<file path="src/rtl/pfd_tdc_lock.sv">
// Sampled phase-frequency detector with saturating phase-error counter and lock detector.
// Ports: SYS_clk/RESET/EN control; IN_clk, FB_clk sampled clocks; flagU/flagD, PERR/PERR_vld, LOCK outputs.
module pfd_tdc_lock #(
  parameter int ERR_W       = 8,
  parameter int SYNC_STAGES = 2,
  parameter int LOCK_TOL    = 2,
  parameter int LOCK_CNT    = 16
) (
  input  logic             SYS_clk,
  input  logic             RESET,
  input  logic             EN,
  input  logic             IN_clk,
  input  logic             FB_clk,
  output logic             flagU,
  output logic             flagD,
  output logic [ERR_W-1:0] PERR,
  output logic             PERR_vld,
  output logic             LOCK
);

  localparam int CW = ERR_W - 1;
  localparam int LW = $clog2(LOCK_CNT + 1);
  localparam logic [CW-1:0]    MAX  = {CW{1'b1}};
  localparam logic [ERR_W-1:0] TOL  = ERR_W'(LOCK_TOL);
  localparam logic [LW-1:0]    LCNT = LW'(LOCK_CNT);

  typedef enum logic [1:0] {
    IDLE,
    UP,
    DN
  } state_t;

  logic [SYNC_STAGES-1:0] ref_sync_q;
  logic [SYNC_STAGES-1:0] fb_sync_q;
  logic                   ref_hist_q;
  logic                   fb_hist_q;
  logic                   ref_e_q;
  logic                   fb_e_q;

  state_t                 st_q;
  logic [CW-1:0]          cnt_q;
  logic [CW-1:0]          cnt_inc;
  logic                   up_q;
  logic                   dn_q;
  logic [ERR_W-1:0]       perr_q;
  logic                   perr_vld_q;
  logic [ERR_W-1:0]       perr_abs;

  logic [LW-1:0]          lock_cnt_q;
  logic [LW-1:0]          lock_cnt_d;
  logic                   lock_q;
  logic                   lock_d;

  assign cnt_inc  = (cnt_q == MAX) ? MAX : cnt_q + CW'(1);
  assign perr_abs = perr_q[ERR_W-1] ? (~perr_q + ERR_W'(1)) : perr_q;

  // Lock counter advances on the strobe registered in the previous cycle.
  always_comb begin
    lock_cnt_d = lock_cnt_q;
    lock_d     = lock_q;
    if (perr_vld_q) begin
      if (perr_abs <= TOL) begin
        if (lock_cnt_q != LCNT) lock_cnt_d = lock_cnt_q + LW'(1);
      end else begin
        lock_cnt_d = '0;
      end
      lock_d = (lock_cnt_d == LCNT);
    end
  end

  always_ff @(posedge SYS_clk) begin
    if (RESET) begin
      ref_sync_q <= '0;
      fb_sync_q  <= '0;
      ref_hist_q <= 1'b0;
      fb_hist_q  <= 1'b0;
      ref_e_q    <= 1'b0;
      fb_e_q     <= 1'b0;
      st_q       <= IDLE;
      cnt_q      <= '0;
      up_q       <= 1'b0;
      dn_q       <= 1'b0;
      perr_q     <= '0;
      perr_vld_q <= 1'b0;
      lock_cnt_q <= '0;
      lock_q     <= 1'b0;
    end else begin
      // Synchronisers run regardless of EN so re-enable sees no false edge.
      ref_sync_q <= {ref_sync_q[SYNC_STAGES-2:0], IN_clk};
      fb_sync_q  <= {fb_sync_q[SYNC_STAGES-2:0], FB_clk};
      ref_hist_q <= ref_sync_q[SYNC_STAGES-1];
      fb_hist_q  <= fb_sync_q[SYNC_STAGES-1];
      ref_e_q    <= ~ref_hist_q & ref_sync_q[SYNC_STAGES-1];
      fb_e_q     <= ~fb_hist_q & fb_sync_q[SYNC_STAGES-1];
      perr_vld_q <= 1'b0;
      if (!EN) begin
        st_q       <= IDLE;
        cnt_q      <= '0;
        up_q       <= 1'b0;
        dn_q       <= 1'b0;
        lock_cnt_q <= '0;
        lock_q     <= 1'b0;
      end else begin
        lock_cnt_q <= lock_cnt_d;
        lock_q     <= lock_d;
        unique case (st_q)
          IDLE: begin
            if (ref_e_q && fb_e_q) begin
              perr_q     <= '0;
              perr_vld_q <= 1'b1;
            end else if (ref_e_q) begin
              st_q  <= UP;
              cnt_q <= CW'(1);
              up_q  <= 1'b1;
            end else if (fb_e_q) begin
              st_q  <= DN;
              cnt_q <= CW'(1);
              dn_q  <= 1'b1;
            end
          end
          UP: begin
            if (fb_e_q) begin
              perr_q     <= {1'b0, cnt_q};
              perr_vld_q <= 1'b1;
              if (ref_e_q) begin
                cnt_q <= CW'(1);
              end else begin
                st_q  <= IDLE;
                cnt_q <= '0;
                up_q  <= 1'b0;
              end
            end else if (ref_e_q) begin
              // Second reference edge before feedback: cycle slip.
              cnt_q <= MAX;
            end else begin
              cnt_q <= cnt_inc;
            end
          end
          DN: begin
            if (ref_e_q) begin
              perr_q     <= -{1'b0, cnt_q};
              perr_vld_q <= 1'b1;
              if (fb_e_q) begin
                cnt_q <= CW'(1);
              end else begin
                st_q  <= IDLE;
                cnt_q <= '0;
                dn_q  <= 1'b0;
              end
            end else if (fb_e_q) begin
              cnt_q <= MAX;
            end else begin
              cnt_q <= cnt_inc;
            end
          end
          default: begin
            st_q  <= IDLE;
            cnt_q <= '0;
            up_q  <= 1'b0;
            dn_q  <= 1'b0;
          end
        endcase
      end
    end
  end

  assign flagU    = up_q;
  assign flagD    = dn_q;
  assign PERR     = perr_q;
  assign PERR_vld = perr_vld_q;
  assign LOCK     = lock_q;

endmodule
</file>
<file path="config.mk">
export PLATFORM = sky130hd
export DESIGN_NAME = pfd_tdc_lock
export DESIGN_NICKNAME = d
export VERILOG_FILES = /design/src/rtl/pfd_tdc_lock.sv
export SDC_FILE = /design/constraint.sdc
export NUM_CORES = 1
export LEC_CHECK = 0
export ABC_CLOCK_PERIOD_IN_PS = 2000
export CORE_MARGIN = 1
export CORE_UTILIZATION = 54
export CTS_BUF_LIST = sky130_fd_sc_hd__clkbuf_8
export DETAILED_ROUTE_END_ITERATION = 6
export PLACE_DENSITY = 0.78
export SYNTH_ARGS = -nofsm -noshare
export SYNTH_HDL_FRONTEND = slang
export SYNTH_SLANG_ARGS = --single-unit
</file>
<file path="constraint.sdc">
create_clock -name SYS_clk -period 2 [get_ports SYS_clk]
set_clock_uncertainty 0.2 [all_clocks]
set_input_delay 0.3 -clock SYS_clk [delete_from_list [all_inputs] [get_ports SYS_clk]]
set_output_delay 0.3 -clock SYS_clk [all_outputs]
set_load 0.05 [all_outputs]
</file>
# Yosys cells after proc, flatten, opt, wreduce, memory -nomap -nowiden

Cells that the tools add are included.

Shift operators: 0
Divide/modulo/power cells: 0
Bitwise logic cells: 8
$mul: 0
Magnitude comparators: 1
Multiplexer cells: 42
Equality and inequality tests: 15
Reductions and logical operators: 9
Add/sub/neg operators: 4

Operators with widths:

| operator              | count |
|---|---|
| $mux W7               | 8 |
| $mux W8               | 4 |
| $pmux W8 S3           | 1 |
| $pmux W7 S3           | 1 |
| $ne A2 B2 Y1 const B  | 9 |
| $mux W5               | 3 |
| $mux W1               | 14 |
| $mux W2               | 7 |
| $reduce_and A6 Y1     | 2 |
| $reduce_and A5 Y1     | 2 |
| $pmux W1 S3           | 3 |
| $add A8 B1 Y8 const B | 1 |
| $le A8 B2 Y1 const B  | 1 |
| $neg A7 Y8            | 1 |
| $not A8 Y8            | 1 |
| $add A7 B1 Y7 const B | 1 |
| $eq A7 B7 Y1 const B  | 1 |
| $pmux W2 S3           | 1 |
| $add A5 B1 Y5 const B | 1 |
| $eq A5 B5 Y1 const B  | 1 |
| $ne A5 B5 Y1 const B  | 1 |
| $not A1 Y1            | 5 |
| $ne A3 B3 Y1 const B  | 1 |
| $reduce_bool A3 Y1    | 1 |
| 7 further kinds       | 8 |

Output and inout bits: 12
ROM bits: 0
Bits in latches: 0
RAM bits: 0
Memories kept: 0
Input bits: 5
Register bits after elaboration: 34
Logic and storage cells: 93

# Depth between registers and ports, before layout

Gate-level depths: netlist of the first run.

Depth after elaboration: 7
Depth in mapped cells: 9
Mapped depth without buffers: 7

# Worst setup path before layout of the first run

Ideal clock, no wire load.

Kind: register to register
Start point: register perr_q[0], in the netlist PERR[0]
End point: register lock_cnt_q[2]
Required time: 1.726 ns
Clock period less this slack: 2.206 ns
Path slack: -0.206 ns
Stages on the path, launching flop included: 8
Setup time: 0.074 ns
Data arrival time: 1.932 ns
Buffers on the path: 0
Cell sequence: dfxtp_1 -> inv_1 -> ha_1 -> nand2_1 -> o21ai_0 -> a221oi_2 -> nand4_1 -> a31oi_1

Word-level cells in the longest chain between the ends: 6

RTL lines:

| what                     | line | source |
|---|---|---|
| start: declaration       | 45   | `logic [ERR_W-1:0] perr_q;` |
| start signal: assignment | 123  | `perr_q <= {1'b0, cnt_q};` |
| start signal: assignment | 141  | `perr_q <= -{1'b0, cnt_q};` |
| $not A8 Y8               | 55   | `assign perr_abs = perr_q[ERR_W-1] ? (~perr_q + ERR_W'(1)) : perr_q;` |
| $add A8 B1 Y8            | 55   |  |
| $mux W8 (*)              | 55   |  |
| $le A8 B2 Y1 (*)         | 62   | `if (perr_abs <= TOL) begin` |
| $mux W5 (*)              | 62   |  |
| $mux W5 (*)              | 61   | `if (perr_vld_q) begin` |
| end signal: assignment   | 104  | `lock_cnt_q <= lock_cnt_d;` |
| end: declaration         | 49   | `logic [LW-1:0] lock_cnt_q;` |

Mark *: on every way between the ends. The rest lies on a longest branch, timed or not. The select of a mux whose other input is x is not followed.
A chain may end at the register's enable or synchronous reset.

# Worst setup path in the final report of the first run

Start point: register perr_q[4], in the netlist PERR[4]
End point: output PERR[4]

RTL lines:

| what             | line | source |
|---|---|---|
| end: declaration | 16   | `output logic [ERR_W-1:0] PERR,` |

No word-level cell between the ends.

==> results of run 1 <==
## final cells by class
class                   instances  area share [%]
multi-input cells             180            50.3
flip-flops and latches         34            30.4
repair buffers                 29            11.0
clock buffers                   6            3.60
well taps                      46            2.51
inverters                      11            1.80
clock inverters                 2           0.382
## cell usage after synthesis, types with 3 or more instances
| library cell | instances |
|---|---|
| nor3b_1 | 3 |
| nor3_1 | 6 |
| a211oi_1 | 3 |
| a22o_1 | 4 |
| clkbuf_1 | 12 |
| nand3_1 | 10 |
| a31oi_1 | 3 |
| o31ai_1 | 5 |
| o21ai_0 | 11 |
| nor2_1 | 15 |
| a21oi_1 | 21 |
| a32o_1 | 3 |
| nand2b_1 | 11 |
| a22oi_1 | 4 |
| inv_1 | 11 |
| dfxtp_1 | 34 |
| and3_1 | 4 |
| nand4_1 | 3 |
| nand2_1 | 20 |
| nor2b_1 | 13 |
| and2_1 | 3 |
| ha_1 | 9 |
## cell families after synthesis
group	count (synthesis)
fa+ha+maj	9
simple gates	95
xor+xnor	1
mux	3
flops	34
compound gates	72
buf+inv	27
## registers in the layout, indices dropped and copies added (netlist names)
name / flops
PERR: 8
cnt_q: 7
lock_cnt_q: 5
fb_sync_q: 2
ref_sync_q: 2
st_q: 2
LOCK: 1
PERR_vld: 1
fb_e_q: 1
fb_hist_q: 1
flagD: 1
flagU: 1
ref_e_q: 1
ref_hist_q: 1
## power by group
part	internal, uW	switching [uW]	leakage, uW	total [uW]
Sequential	683	6.84	0.000280	690
Clock	272	233	0.0000524	505
Combinational	44.6	50.9	0.000539	95.5
## per-layer routing
metal | GRT usage, % | vias up | part of all wire (%)
met5 | 0 | - | 0
met4 | 7.62 | 0 | 1.3
met3 | 5.59 | 6 | 3.7
met2 | 39.6 | 38 | 48
met1 | 28.8 | 802 | 47
li1 | - | 906 | -
## cells in the final DEF (no fill, tap or decap), types with 10 or more instances in the layout
cell	count
dfxtp_1	25
a21oi_1	21
nand2_1	20
buf_4	16
nor2_1	15
nor2b_1	13
inv_1	12
clkdlybuf4s50_1	12
nand2b_1	11
o21ai_0	11
nand3_1	10
## through the flow
stage	setup TNS [ns]	instances	total power (uW)
floorplan	0	241	767
detailed placement	0	300	799
finish	0	308	1290
global route	-0.0310	308	1340
global placement	0	300	797
CTS	0	308	1310
## final timing paths
path	startpoint	to	cells past startpoint	slack (ns)
setup / recovery	PERR[4]	PERR[4]	1	0.06
setup reg to reg	st_q[0]	cnt_q[3]	6	0.07
hold / removal	ref_hist_q	ref_e_q	1	0.18
hold reg to reg	ref_hist_q	ref_e_q	1	0.18
## timing repair
| action | 4_1_cts | 5_1_grt |
|---|---|---|
| setup endpoints to repair | 0 | 9 |
| hold endpoints to repair | 0 | 0 |
| resized for setup | 0 | 7 |
==> out/metrics.csv, run 1 <==
stage,metric,value,unit
logic_synthesis,largest family of logic cells by synthesized area,simple AND/OR/NAND/NOR gates,
logic_synthesis,post-synthesis cell type count,49,
die,row count,21,
worst_hold_path,worst min path class,reg -> reg,
clocking,Sinks on Clock Net,34,
finish,area grow syn2layout,18.6,%
sta,final hold slack,0.182,ns
worst_setup_path,crit-path max FO,4,
worst_setup_path,CP max-delay cell,clkdlybuf4s50_1,
logic_synthesis,Cells after Synth,241,
clocking,postcts setup bufs,0,
placed_design,DP Area,2180,um2
worst_setup_path,"critical path, cell by cell",clkdlybuf4s50_1,
logic_synthesis,simple-gate share of the synthesized area,26.0,%
pwr,maximum vdd ir drop,0.000473,V
placed_design,global placement routability congestion,0.851,
sta,unrepaired setup endpoints after global routing,true,
clocking,CTS Buffer Depth,2,
global_routing,GRT Overall Usage,23.2,%
die,area of the die,3820,um2
die,die height,61.8,um
logic_synthesis,post-synth top area cell,dfxtp_1,
logic_synthesis,Synth top area share,35.2,%
sta,max-slew violations,0,
logic_synthesis,post-synthesis mux area share,1.68,%
sta,Rel. slew slack,66.2,%
global_routing,gr ovfl total,0,
pwr,Leak,0.000871,uW
global_routing,number of global-route vias before repair,1491,
die,Initial Util,57.0,%
logic_synthesis,Synth Area in XOR/XNOR,0.453,%
placed_design,Detail Placement HPWL,2980,um
clocking,"Hold-fix buffers, CTS",0,
clocking,Skew-Pair Late Insertion Delay,0.28,ns
clocking,clock-pin slew of the registers on the worst-case setup and hold paths,0.06,ns
logic_synthesis,"EDFF count, synth",0,
finish,layout cells sized above 1,16.4,%
sta,Worst-Margin Slew,0.507,ns
logic_synthesis,"top cells by area, synth","dfxtp_1 35%, ha_1 5.8%, a21oi_1 5.4%",
route,wire length per cell,13.4,um
logic_synthesis,ys async rst share,0,%
logic_synthesis,Post-Syn Nets,255,
route,detailed-router iteration count before antenna repair,4,
global_routing,first-pass GRT wire length,6530,um
worst_setup_path,Crit Path Class,reg -> out,
run_status,outcome,"finished, final reports clean",
worst_setup_path,WP data required,1.50,ns
logic_synthesis,Syn. warnings,0,
worst_setup_path,WP buf/inv,1,
route,vias after detailed routing,1752,
clocking,CTS tree,yes,
logic_synthesis,Post-Synth Adder-Cell Area,5.83,%
worst_setup_path,critical path's largest stage delay,0.81,ns
worst_setup_path,CP Capture Type,output pin,
clocking,CTS buffer count,5,
finish,post-route cell area,2290,um2
route,DRC Markers,0,
route,DRT antenna net count,0,
placed_design,Place WS,0.0464,ns
worst_setup_path,crit path DAT,1.44,ns
sta,Fin. Hold Viols,0,
finish,"Core Util, Final",67.7,%
sta,Final Setup Violations,0,
logic_synthesis,complex-gate fraction of the synthesized area,25.2,%
finish,# nets final,275,
logic_synthesis,top_reg_cell synth,dfxtp_1,
sta,min Tclk post-route,1.94,ns
clocking,Clock Root Buffer,clkbuf_8,
logic_synthesis,Synth Area per Inst,8.02,um2
die,Core Footprint,3390,um2
worst_setup_path,Worst setup SP type,register,
sta,Fmax,515,MHz
route,DR iter-0 viols,70,
route,Post-Route WL,4110,um
logic_synthesis,mapped cell area,1930,um2
finish,filler cell count,291,
sta,worst setup margin,0.0592,ns
worst_setup_path,crit-path leading delay family,buffers and inverters,
flow_run,Max-Cap Viols,0,
pwr,Cell Pwr Density,563,nW/um2
global_routing,initial antenna violation count,0,
finish,sequential cell area,697,um2
die,I/O Pins,17,
logic_synthesis,Seq cells post-synth,34,
route,vias per cell,5.69,
sta,final worst path period share,97.0,%
global_routing,pin count of the biggest net entering global routing,17,
clocking,htree depth,2,
placed_design,# port buffers,16,
die,Chip Width,61.8,um
finish,area of the multi-input gates,1150,um2
logic_synthesis,post-synthesis sequential area ratio,35.2,%
finish,number of antenna repair diodes,0,
(Power assumes the default switching activity.)
==> inputs of run 2 (changes only) <==
Settings changed: ABC_CLOCK_PERIOD_IN_PS 2000 to 1900, CORE_UTILIZATION 54 to 55, GPL_TIMING_DRIVEN from default to 0, PLACE_DENSITY 0.78 to 0.77, TNS_END_PERCENT from default to 5.
Clock period 2 ns to 1.9 ns, I/O delays scaled along.
==> run 2 against run 1 <==
The flow now finishes with violations (negative setup slack). Sequential cell count unchanged. First-iteration DRC count increased by 97%. Via count is 3.1% higher. Worst setup slack worse by 0.087 ns. Sequential power is 4.8% higher. Clock power up 8.9%. Critical endpoint is now st_q[0]. Combinational power up 19%. Worst hold slack worse by 0.011 ns. Non-clock buffer count increased by 1. Core utilization rose by 3.4 points.
==> out/metrics.csv, run 2 (synthesis gave the netlist of run 1 again) <==
stage,metric,value,unit
finish,most frequent cells in the layout,"24 x dfxtp_1, 19 x nand2_1, 17 x a21oi_1",
placed_design,Place WS,-0.336,ns
worst_setup_path,crit-path max FO,10,
pwr,Pwr Total,1390,uW
finish,filler cell count,298,
worst_hold_path,WHS Endpoint,fb_e_q,
route,DR iter-0 viols,138,
finish,max FFs per register,8,
route,M1 WL,2010,um
die,area of the die,3760,um2
route,Post-Route WL,4370,um
run_status,outcome,"complete, but fails checks",
worst_setup_path,CP max-delay cell,dfxtp_4,
worst_setup_path,WP data required,1.92,ns
sta,Rel. slew slack,64.9,%
worst_setup_path,critical path's largest stage delay,0.37,ns
worst_hold_path,worst min path class,reg -> reg,
route,met2 WL,2090,um
finish,area grow syn2layout,23.7,%
route,DRT antenna net count,0,
route,DRC Markers,0,
pwr,Cell Pwr Density,580,nW/um2
worst_setup_path,crit path DAT,1.95,ns
clocking,CTS buffer count,5,
sta,unrepaired setup endpoints after global routing,true,
finish,sequential cell area,703,um2
die,Core Footprint,3360,um2
placed_design,# port buffers,16,
worst_setup_path,crit-path leading delay family,simple AND/OR/NAND/NOR gates,
clocking,htree depth,2,
finish,layout cells sized above 1,22.1,%
worst_hold_path,Cells on Worst Hold Path,1,
die,die height,61.3,um
global_routing,initial antenna violation count,0,
sta,max-slew violations,0,
worst_setup_path,CP Capture Type,register,
sta,final worst path period share,101,%
finish,number of antenna repair diodes,0,
route,DR top layer,met4,
worst_setup_path,Reg2Reg Setup Slack,-0.03,ns
die,row count,21,
run_status,violated checks,negative setup slack,
flow_run,Max-Cap Viols,0,
die,Chip Width,61.3,um
worst_setup_path,R2R Path Start,st_q[1],
clocking,Skew-Pair Late Insertion Delay,0.29,ns
worst_setup_path,"critical path, cell by cell",inv_2 -> ha_2 -> buf_8 -> or2_2 -> a21oi_2 -> a21oi_2 -> mux2_2 -> nor2_2,
pwr,Leak,0.000925,uW
clocking,CTS Buffer Depth,2,
finish,area of the multi-input gates,1260,um2
sta,Worst-Margin Slew,0.526,ns
global_routing,number of global-route vias before repair,1562,
sta,min Tclk post-route,1.93,ns
route,met3 routed WL,188,um
global_routing,GRT Overall Usage,25.3,%
route,wire length per cell,14.2,um
clocking,Sinks on Clock Net,34,
sta,Final Setup Violations,3,
finish,"most common cell after layout, fill and taps aside",dfxtp_1,
worst_setup_path,Crit Path Class,reg -> reg,
placed_design,global placement routability congestion,0.870,
global_routing,pin count of the biggest net entering global routing,11,
clocking,Clock Root Buffer,clkbuf_8,
route,vias per cell,5.85,
die,Initial Util,57.5,%
clocking,clock-pin slew of the registers on the worst-case setup and hold paths,0.07,ns
sta,Fin. Hold Viols,0,
sta,worst setup margin,-0.0279,ns
global_routing,gr ovfl total,0,
clocking,CTS tree,yes,
worst_setup_path,WP buf/inv,2,
worst_setup_path,Worst R2R Path Depth,8,
route,vias after detailed routing,1807,
route,detailed-router iteration count before antenna repair,4,
worst_hold_path,worst hold path startpoint,fb_hist_q,
global_routing,first-pass GRT wire length,6940,um
placed_design,Detail Placement HPWL,3100,um
finish,# nets final,276,
worst_setup_path,reg2reg end,st_q[0],
pwr,maximum vdd ir drop,0.000624,V
die,I/O Pins,17,
worst_setup_path,Crit path top cell by count,a21oi_2,
worst_setup_path,Worst setup SP type,register,
sta,Fmax,519,MHz
## run 2: cell types whose count changed in the layout (fill, tap and decap cells not counted), sizes merged
cell	before	now
dlymetal6s2s	1	0
clkdlybuf4s50	12	4
dlygate4sd2	0	12
clkbuf	6	14
buf	16	6
## run 2: worst max-delay path by stage
stage / startpoint / endpoint / depth (start not counted)
after detailed placement: RESET / st_q[0] / 5
after global placement: RESET / cnt_q[6] / 5
after floorplan: st_q[1] / cnt_q[2] / 7
after CTS: st_q[0] / PERR[0] / 8
after global routing: st_q[1] / st_q[0] / 8
final: st_q[1] / st_q[0] / 8
## run 2: worst register-to-register path, cell delays in order (launching register included)
cell and delay (ns):
dfxtp_4 0.37, inv_2 0.05, ha_2 0.19, buf_8 0.14, or2_2 0.30, a21oi_2 0.17
a21oi_2 0.06, mux2_2 0.30, nor2_2 0.08
## run 2: per-stage QoR
| stage | instance area (um2) | cells | util (%) | setup TNS, ns | hold WS [ns] |
|---|---|---|---|---|---|
| after floorplan | 1950 | 241 | - | -0.000596 | 0.157 |
| after global placement | 2160 | 303 | 64.3 | -4.73 | 0.171 |
| after detailed placement | 2160 | 303 | 64.3 | -5.32 | 0.172 |
| after CTS | 2280 | 310 | 67.9 | -0.617 | 0.174 |
| after global routing | 2390 | 309 | 71.1 | -0.554 | 0.195 |
| final | 2390 | 309 | 71.1 | -0.0504 | 0.172 |
## run 2: final cells by class
| class | instances | share of cell area, % |
|---|---|---|
| Sequential cell | 34 | 29.4 |
| Clock inverter | 2 | 0.366 |
| Inverter | 11 | 1.94 |
| Clock buffer | 6 | 3.45 |
| Tap cell | 46 | 2.41 |
| Timing Repair Buffer | 17 | 6.38 |
| Buffer | 13 | 3.30 |
| Multi-Input combinational cell | 180 | 52.7 |
## run 2: power breakdown
group,total (uW),leakage [uW],switching [uW],internal [uW]
Combinational,114,0.000591,64.2,49.8
Clock,550,0.0000524,264,287
Sequential,723,0.000281,5.60,717
## run 2: timing repair
item                       in CTS  in global routing
setup endpoints to repair      37                 25
buffers inserted                0                  1
pin swaps                       1                  9
gates resized for setup        27                 38
hold buffers                    0                  0
## run 2: routing by layer
layer / GRT usage, % / vias up
met5: 0 / -
met4: 9.42 / 0
met3: 6.93 / 11
met2: 40.2 / 42
met1: 32.7 / 843
li1: - / 911
